$ cat src/rtl/wb_master_arbiter_pkg.sv
// Shared Wishbone definitions for the two-master arbiter: FSM state encoding,
// CTI burst codes, the request bundle and the timeout-counter width helper.
package wb_master_arbiter_pkg;

  // The grant states are one-hot, so the state register is also the gnt_o value.
  typedef enum logic [1:0] {
    ST_IDLE = 2'b00,
    ST_GNT0 = 2'b01,
    ST_GNT1 = 2'b10
  } arb_state_e;

  localparam logic [2:0] CTI_CLASSIC = 3'b000;
  localparam logic [2:0] CTI_INCR    = 3'b010;
  localparam logic [2:0] CTI_END     = 3'b111;

  typedef struct packed {
    logic        cyc;
    logic        stb;
    logic        we;
    logic [31:2] addr;
    logic [2:0]  cti;
    logic [1:0]  bte;
    logic [3:0]  sel;
    logic [31:0] data;
  } wb_req_t;

  // Width needed to hold 0..n. n = 0 still gets one bit so the declaration stays legal.
  function automatic int unsigned timer_width(input int unsigned n);
    return (n < 1) ? 1 : $clog2(n + 1);
  endfunction

endpackage

$ cat src/rtl/wb_master_arbiter_timer.sv
// wb_arb_timer: counts consecutive wait cycles and flags expiry on the
// TIMEOUT_CYCLES-th one. TIMEOUT_CYCLES = 0 builds no counter.
module wb_arb_timer
  import wb_master_arbiter_pkg::*;
#(
  parameter int unsigned TIMEOUT_CYCLES = 255
) (
  input  logic clk,
  input  logic rst,
  input  logic clr,
  input  logic cnt_en,
  output logic expire
);

  localparam int unsigned W = timer_width(TIMEOUT_CYCLES);

  generate
    if (TIMEOUT_CYCLES == 0) begin : g_off
      assign expire = 1'b0;
    end else begin : g_on
      localparam logic [W-1:0] LAST = W'(TIMEOUT_CYCLES - 1);
      logic [W-1:0] count_q;

      // Expiry is flagged during the wait cycle itself, so a master is released
      // in the same cycle the limit is reached rather than one cycle later.
      assign expire = cnt_en && (count_q == LAST);

      // NOTE: sequential state uses non-blocking assignments so every flop
      // samples pre-edge values regardless of block evaluation order.
      always_ff @(posedge clk) begin
        if (rst || clr || expire) count_q <= '0;
        else if (cnt_en)          count_q <= count_q + 1'b1;
      end
    end
  endgenerate

endmodule

$ cat src/rtl/wb_master_arbiter.sv
// Two-master Wishbone arbiter (m0 = instruction side, m1 = data side) with a
// slave-ack timeout. Define ARB_ROUND_ROBIN_EN for round-robin tie-breaking.
module wb_master_arbiter
  import wb_master_arbiter_pkg::*;
#(
  parameter int unsigned TIMEOUT_CYCLES = 255
) (
  input  logic        clk,
  input  logic        rst,
  input  logic        m0_cyc_i,
  input  logic        m0_stb_i,
  input  logic        m0_we_i,
  input  logic [31:2] m0_addr_i,
  input  logic [2:0]  m0_cti_i,
  input  logic [1:0]  m0_bte_i,
  input  logic [3:0]  m0_sel_i,
  input  logic [31:0] m0_data_i,
  output logic [31:0] m0_data_o,
  output logic        m0_ack_o,
  input  logic        m1_cyc_i,
  input  logic        m1_stb_i,
  input  logic        m1_we_i,
  input  logic [31:2] m1_addr_i,
  input  logic [2:0]  m1_cti_i,
  input  logic [1:0]  m1_bte_i,
  input  logic [3:0]  m1_sel_i,
  input  logic [31:0] m1_data_i,
  output logic [31:0] m1_data_o,
  output logic        m1_ack_o,
  output logic        s_cyc_o,
  output logic        s_stb_o,
  output logic        s_we_o,
  output logic [31:2] s_addr_o,
  output logic [2:0]  s_cti_o,
  output logic [1:0]  s_bte_o,
  output logic [3:0]  s_sel_o,
  output logic [31:0] s_data_o,
  input  logic [31:0] s_data_i,
  input  logic        s_ack_i,
  output logic [1:0]  gnt_o,
  output logic        timeout_o
);

  arb_state_e state_q, state_d;
  wb_req_t    m0_req, m1_req, s_req;
  logic       tie_to_m1;
  logic       cnt_en, timer_clr, expire;

  assign m0_req = '{m0_cyc_i, m0_stb_i, m0_we_i, m0_addr_i, m0_cti_i, m0_bte_i, m0_sel_i, m0_data_i};
  assign m1_req = '{m1_cyc_i, m1_stb_i, m1_we_i, m1_addr_i, m1_cti_i, m1_bte_i, m1_sel_i, m1_data_i};

`ifdef ARB_ROUND_ROBIN_EN
  logic prefer_m1_q;

  // Whoever was granted last loses the next tie.
  always_ff @(posedge clk) begin
    if (rst)                                           prefer_m1_q <= 1'b1;
    else if (state_q == ST_IDLE && state_d == ST_GNT0) prefer_m1_q <= 1'b1;
    else if (state_q == ST_IDLE && state_d == ST_GNT1) prefer_m1_q <= 1'b0;
  end

  assign tie_to_m1 = prefer_m1_q;
`else
  assign tie_to_m1 = 1'b1;
`endif

  always_ff @(posedge clk) begin
    if (rst) state_q <= ST_IDLE;
    else     state_q <= state_d;
  end

  // Counting uses the master strobe rather than s_stb_o, because s_stb_o is
  // itself masked by expire.
  assign cnt_en = ((state_q == ST_GNT0 && m0_stb_i) ||
                   (state_q == ST_GNT1 && m1_stb_i)) && !s_ack_i;
  assign timer_clr = s_ack_i || (state_d != state_q);

  wb_arb_timer #(
    .TIMEOUT_CYCLES(TIMEOUT_CYCLES)
  ) u_timer (
    .clk   (clk),
    .rst   (rst),
    .clr   (timer_clr),
    .cnt_en(cnt_en),
    .expire(expire)
  );

  // NOTE: every output of this block gets a default first, so no path through
  // the case statement can infer a latch.
  always_comb begin
    state_d   = state_q;
    s_req     = '0;
    m0_ack_o  = 1'b0;
    m0_data_o = '0;
    m1_ack_o  = 1'b0;
    m1_data_o = '0;
    case (state_q)
      ST_IDLE: begin
        if (m1_cyc_i && (!m0_cyc_i || tie_to_m1)) state_d = ST_GNT1;
        else if (m0_cyc_i)                        state_d = ST_GNT0;
      end
      ST_GNT0: begin
        if (!m0_cyc_i) state_d = ST_IDLE;
        s_req     = m0_req;
        s_req.stb = m0_stb_i && !expire;
        m0_ack_o  = (s_ack_i && m0_stb_i) || expire;
        m0_data_o = expire ? '0 : s_data_i;
      end
      ST_GNT1: begin
        if (!m1_cyc_i) state_d = ST_IDLE;
        s_req     = m1_req;
        s_req.stb = m1_stb_i && !expire;
        m1_ack_o  = (s_ack_i && m1_stb_i) || expire;
        m1_data_o = expire ? '0 : s_data_i;
      end
      default: state_d = ST_IDLE;
    endcase
  end

  assign s_cyc_o   = s_req.cyc;
  assign s_stb_o   = s_req.stb;
  assign s_we_o    = s_req.we;
  assign s_addr_o  = s_req.addr;
  assign s_cti_o   = s_req.cti;
  assign s_bte_o   = s_req.bte;
  assign s_sel_o   = s_req.sel;
  assign s_data_o  = s_req.data;
  assign gnt_o     = state_q;
  assign timeout_o = expire;

endmodule

$ cat config.mk
export PLATFORM = sky130hd
export DESIGN_NAME = wb_master_arbiter
export DESIGN_NICKNAME = d
export VERILOG_FILES = /design/src/rtl/wb_master_arbiter_pkg.sv /design/src/rtl/wb_master_arbiter_timer.sv /design/src/rtl/wb_master_arbiter.sv
export SDC_FILE = /design/constraint.sdc
export NUM_CORES = 1
export LEC_CHECK = 0
export BUFFER_PORTS_ARGS = -buffer_cell sky130_fd_sc_hd__buf_4
export CAP_MARGIN = 10
export CORE_AREA = 2 2 125 127
export CTS_CLUSTER_DIAMETER = 30
export CTS_CLUSTER_SIZE = 20
export DETAILED_ROUTE_END_ITERATION = 6
export DIE_AREA = 0 0 127 129
export PLACE_DENSITY = 0.5
export RECOVER_POWER = 50
export SYNTH_ARGS = -nofsm -noshare
export SYNTH_HDL_FRONTEND = slang
export SYNTH_SLANG_ARGS = --single-unit
$ cat constraint.sdc
create_clock -name clk -period 2.9 [get_ports clk]
set_input_delay 0 -clock clk [delete_from_list [all_inputs] [get_ports clk]]
set_output_delay 0 -clock clk [all_outputs]
set_load 0.03 [all_outputs]
* Word-level counts from Yosys, hierarchy flattened
Index checks and enable logic that the tools add are counted.
Storage, ports and cells: RAM bits 0, latch bits 0, output and inout port bits 143, memories kept 0, bits in read-only memories 0, input bits 183, logic and storage cells 35, flip-flop bits (word level) 10
Operators by class: shifts and indexed selects 0, $mul 0, reduce and logical (&&, ||, !) cells 17, magnitude comparators 0, mux-type cells 11, divide/modulo/power cells 0, bitwise logic cells 0, add/subtract/negate cells 1, equality and inequality tests 4
Operators with widths (count):
- $pmux W74 S2 | 1
- $mux W32 | 3
- $add A8 B1 Y8 const B | 1
- $eq A8 B8 Y1 const B | 1
- $logic_and A1 B1 Y1 | 8
- $mux W2 | 4
- $logic_or A1 B1 Y1 | 6
- $pmux W2 S3 | 1
- $eq A2 B1 Y1 const B | 1
- $eq A2 B2 Y1 const B | 1
- $logic_not A1 Y1 | 2
- $logic_not A2 Y1 | 1
- $mux W1 | 2
- $ne A2 B2 Y1 | 1

* Depth between registers and ports, before layout
depth after elaboration 8, mapped depth 8, mapped depth without buffers 6

* Modules after synthesis
Synthesis repeated with hierarchy kept, for this count alone.
Second synthesis, totals: cells, all modules 328, area, all modules 2306.0 um^2
Modules (own cells, without submodules):
- wb_master_arbiter | times used 1, cells an instance 284, area an instance 1885.6 um^2, sequential area each 40.0 um^2
- wb_arb_timer | times used 1, cells an instance 44, area an instance 420.4 um^2, sequential area each 160.2 um^2

* Worst setup path after synthesis
OpenSTA, ideal clock, no wires.
kind reg-to-output, from register state_q[0] (netlist: gnt_o[0]), to output port s_stb_o, stages on the path, launching flop included 6, buffers on the path 2, setup slack 0.632 ns, data arrival time 2.268 ns, data required time 2.900 ns, cells stage by stage dfxtp_1 -> ha_1 -> clkbuf_1 -> clkbuf_1 -> o21ai_0 -> nor3_1
Between the ends: cells in the longest elaborated chain, start to end 8, elaborated cells on any way between the ends 11, classes of those cells eq/ne: 2; mux: 1; reduce/logical: 8
Ends and longest elaborated chain:
- start: declaration | RTL line wb_master_arbiter.sv:44 | arb_state_e state_q, state_d;
- start signal: assignment | RTL line wb_master_arbiter.sv:69 | else state_q <= state_d;
- $eq A2 B1 Y1 / $eq A2 B2 Y1 (equally long branches) | RTL line wb_master_arbiter.sv:74, wb_master_arbiter.sv:97, wb_master_arbiter.sv:75
- $logic_and A1 B1 Y1 (on tied branches) | RTL line wb_master_arbiter.sv:74, wb_master_arbiter.sv:75
- $logic_or A1 B1 Y1 | RTL line wb_master_arbiter.sv:74 | assign cnt_en = ((state_q == ST_GNT0 && m0_stb_i) ||
- $logic_and A1 B1 Y1 | RTL line wb_master_arbiter.sv:75 | (state_q == ST_GNT1 && m1_stb_i)) && !s_ack_i;
- $logic_and A1 B1 Y1 | RTL line wb_master_arbiter_timer.sv:26 | assign expire = cnt_en && (count_q == LAST);
- $logic_not A1 Y1 | RTL line wb_master_arbiter.sv:105, wb_master_arbiter.sv:112
- $logic_and A1 B1 Y1 (on tied branches) | RTL line wb_master_arbiter.sv:112, wb_master_arbiter.sv:105
- $pmux W74 S2 * | RTL line wb_master_arbiter.sv:97 | case (state_q)
- end: declaration | RTL line wb_master_arbiter.sv:31 | output logic s_stb_o,
Mark *: on every way between the ends. The rest lies on a longest branch, timed or not.

* Final worst setup path
from register state_q[0] (netlist: gnt_o[0]), to output port m1_data_o[30]
Between the ends: cells in the longest elaborated chain, start to end 7, elaborated cells on any way between the ends 9, classes of those cells eq/ne: 2; mux: 2; reduce/logical: 5
Ends and longest elaborated chain:
- $eq A2 B1 Y1 / $eq A2 B2 Y1 (equally long branches) | RTL line wb_master_arbiter.sv:74, wb_master_arbiter.sv:75, wb_master_arbiter.sv:97
- $logic_and A1 B1 Y1 (on tied branches) | RTL line wb_master_arbiter.sv:74, wb_master_arbiter.sv:75
- $logic_or A1 B1 Y1 | RTL line wb_master_arbiter.sv:74
- $logic_and A1 B1 Y1 | RTL line wb_master_arbiter.sv:75
- $logic_and A1 B1 Y1 | RTL line wb_master_arbiter_timer.sv:26
- $mux W32 | RTL line wb_master_arbiter.sv:114 | m1_data_o = expire ? '0 : s_data_i;
- $mux W32 * | RTL line wb_master_arbiter.sv:97
- end: declaration | RTL line wb_master_arbiter.sv:28 | output logic [31:0] m1_data_o,
Marked as above.

==> summary.md <==
| Metric | Value |
|---|---|
| Placed cells | 814 |
| Met1 Use GR | 0.1368 |
| Cell area power density | between 200 and 300 nW/um^2 |
| IO Port Bufs | between 300 and 400 |
| Critical path arrival | approximately 2.5 ns |
| DRC Markers | 0 |
| Total GRT Usage | 0.1290 |
| Critical Path Fanout Max | 32 |
| Main combinational cell family by area after synthesis | simple AND/OR/NAND/NOR gates |
| Nets | about 820 |
| Starting Density | 0.1514 |
| Synth Area in XOR/XNOR | 0.01932 |
| Antenna-violating nets left | 0 |
| Max-slew headroom | 0.3898 |
| Post-Synth Simple-Gate Area | 0.4857 |
| Dpl hpwl | between 9 and 10 mm |
| Overflow left after global routing | 0 |
| RSZ-0062 raised after global routing | false |
| Crit path required time | between 2 and 3 ns |
| Synth Area in Compound Gates | 0.2930 |
| Clock transition at path regs | around 0.040 ns |
| GR Util met3 | 0.02620 |
| Synth cell types | 35 |
| Tmin final | 2.521 ns |
| Final core occ | 0.3209 |
| Syn Inst Count | 326 |
| Leading cell type in the layout, fill and taps excluded | buf_4 |
| Status | complete, no violations |
| Hold Crit Class | in2reg |
| Largest net degree at the start of global routing | between 70 and 80 |
| Number of setup violations in the final report | 0 |
| Post-synthesis instance area | 2267 um^2 |
| Post-DP Area | 4888 um^2 |
| First-pass GRT wire length | approximately 17 mm |
| Bufs on Longest Clock Path | 2 |
| H-tree depth | 1 |
| Met2 usage | 0.2609 |
| DRT iter0 DRCs | 134 |
| Final Non-Filler Cells | 819 |
| Max-Cap Viols | 0 |
| Vias | about 3600 |
| Max-slew violation count | 0 |
| VDD IR-drop max | ~0.17 mV |
| Clk_lat worst skew | around 0.24 ns |
| Vias in the first global route | around 3400 |
| CP Capture Type | output port |
| # Post-CTS Setup Buffers | 0 |
| Critical path class | reg2out |
| TNS Setup | 0 ns |
| Number of I/O pins | ~330 |
| Hold Slack | 0.1726 ns |
| Antenna diodes | 0 |
| Share of cells above drive strength 1 | 0.4881 |
| Synthesized net count | just over 500 |
| Adder-cell share of the synthesized area | 0.04415 |
| Startpoint types | register |
| Core area | approximately 15000 um^2 |
| FMAX | slightly below 400 MHz |
| Synth Area per Inst | a little under 7 um^2 |
| Synthesis-stage register bit count | 10 |
| Die X | roughly 130 um |
| Post-synthesis mux area share | 0.008830 |
| Die Area | between 15000 and 20000 um^2 |
| Worst slew pin tran | 0.9152 ns |
| Area of the multi-input gates | 1932 um^2 |
| Power after layout | roughly 1.2 mW |
| Core Rows | 45 |
| Part of the cycle the worst path needs | 0.8694 |
| Number of fill cells | 1628 |
| First-pass detailed-route iteration total | 4 |
| CTS sink count | 10 |
| Register area | ~200 um^2 |
| Design area | 4806 um^2 |
| Post-synthesis sequential area ratio | 0.08830 |
| Ys Warns | 0 |
| Highest-count cells in the layout ignoring fill and taps | buf_4, nor2b_1, a22oi_1 |
| DP Worst Slack | between 0.6 and 0.7 ns |
| WL final | roughly 12 mm |
| Gpl congestion | roughly 0.8 |
| Routed WL per cell | between 10 and 15 um |
| Final worst setup slack | 0.3787 ns |
| P_leak | 2.186 nW |
| Initial antenna violation count | 0 |
| Worst Clk Skew | 0.002956 ns |
| Layout area overhead | 112.0% |
| Num CTS Buffers | 3 |
| Root Buffer | clkbuf_16 |
| Vias per inst | roughly 4.4 |
| GRT busiest layer | met2 |
| CTS tree | yes |
| Die span in y | around 130 um |
| Final hold violations | 0 |
worst max-delay path, cell delays in order, from the launching register on:
cell     delay [ns]
dfxtp_1        0.49
inv_1          0.15
ha_1           0.27
a22oi_2        0.34
nor4_2         0.09
buf_4          0.19
nor2b_2        0.11
buf_4          0.25
and2_1         0.19
buf_4          0.16
final cells by class:
class	count	area share
multi-input cells	280	0.4020
flip-flops and latches	10	0.04166
clock buffers	4	0.01848
inverters	5	0.003905
repair buffers	332	0.4850
well taps	188	0.04895
synthesized netlist by cell type:
library cell | count | share of area
nor4_2 | 1 | 0.0055
xnor2_1 | 5 | 0.019
buf_1 | 2 | 0.0033
nor2b_2 | 1 | 0.0039
inv_1 | 5 | 0.0083
a2111oi_2 | 1 | 0.0066
o21ai_0 | 4 | 0.0088
nand4b_4 | 1 | 0.010
o22ai_1 | 1 | 0.0028
o221ai_1 | 1 | 0.0039
nor3b_1 | 3 | 0.0099
nor4b_1 | 1 | 0.0039
nand3b_1 | 1 | 0.0033
nand2_1 | 3 | 0.0050
nand2b_1 | 1 | 0.0028
nand3_1 | 3 | 0.0066
buf_2 | 2 | 0.0044
a21oi_1 | 6 | 0.013
nor2b_1 | 77 | 0.21
nor4bb_1 | 1 | 0.0044
or4_1 | 1 | 0.0033
a22oi_1 | 74 | 0.25
dfxtp_1 | 10 | 0.088
a22oi_2 | 1 | 0.0055
mux2i_1 | 2 | 0.0088
clkbuf_1 | 27 | 0.045
nor3_1 | 9 | 0.020
and2_1 | 65 | 0.18
or3_1 | 1 | 0.0028
a2111oi_0 | 1 | 0.0039
nor2_1 | 4 | 0.0066
nand4_1 | 1 | 0.0028
ha_1 | 8 | 0.044
or2_1 | 1 | 0.0028
o31ai_1 | 1 | 0.0033
final timing paths:
path	start	endpoint	slack, ns	depth (start not counted)
setup reg to reg	gnt_o[0]	u_timer.g_on.count_q[1]	0.63	6
setup / recovery	gnt_o[0]	m1_data_o[30]	0.38	9
hold / removal	s_ack_i	u_timer.g_on.count_q[2]	0.17	4
hold reg to reg	u_timer.g_on.count_q[7]	u_timer.g_on.count_q[7]	0.50	2
kinds of logic after synthesis:
group / count (synthesis)
simple gates: 175
compound gates: 90
buf+inv: 36
flops: 10
fa+ha+maj: 8
xor+xnor: 5
mux: 2
what timing repair did:
item                      CTS  global route
hold endpoints to repair    2             0
hold buffers                1             0
gates resized for setup     0             0
sequential cells by signal, summed over array words and instances (netlist names):
name	flops
gnt_o	2
u_timer.g_on.count_q	8
metal layers:
metal / vias up / routed length [um]
met5: - / 0
met2: 210 / 6672
met4: 0 / 146
met1: 1659 / 4232
li1: 1761 / -
met3: 11 / 1112
report_power, final:
part	total [mW]	leakage (nW)	internal, mW	switching, mW
clock	0.280	0.0442	0.208	0.0720
sequential	0.146	0.0809	0.141	0.00512
combinational	0.803	2.06	0.377	0.426
Note: power is estimated with default switching activity, not from simulation.
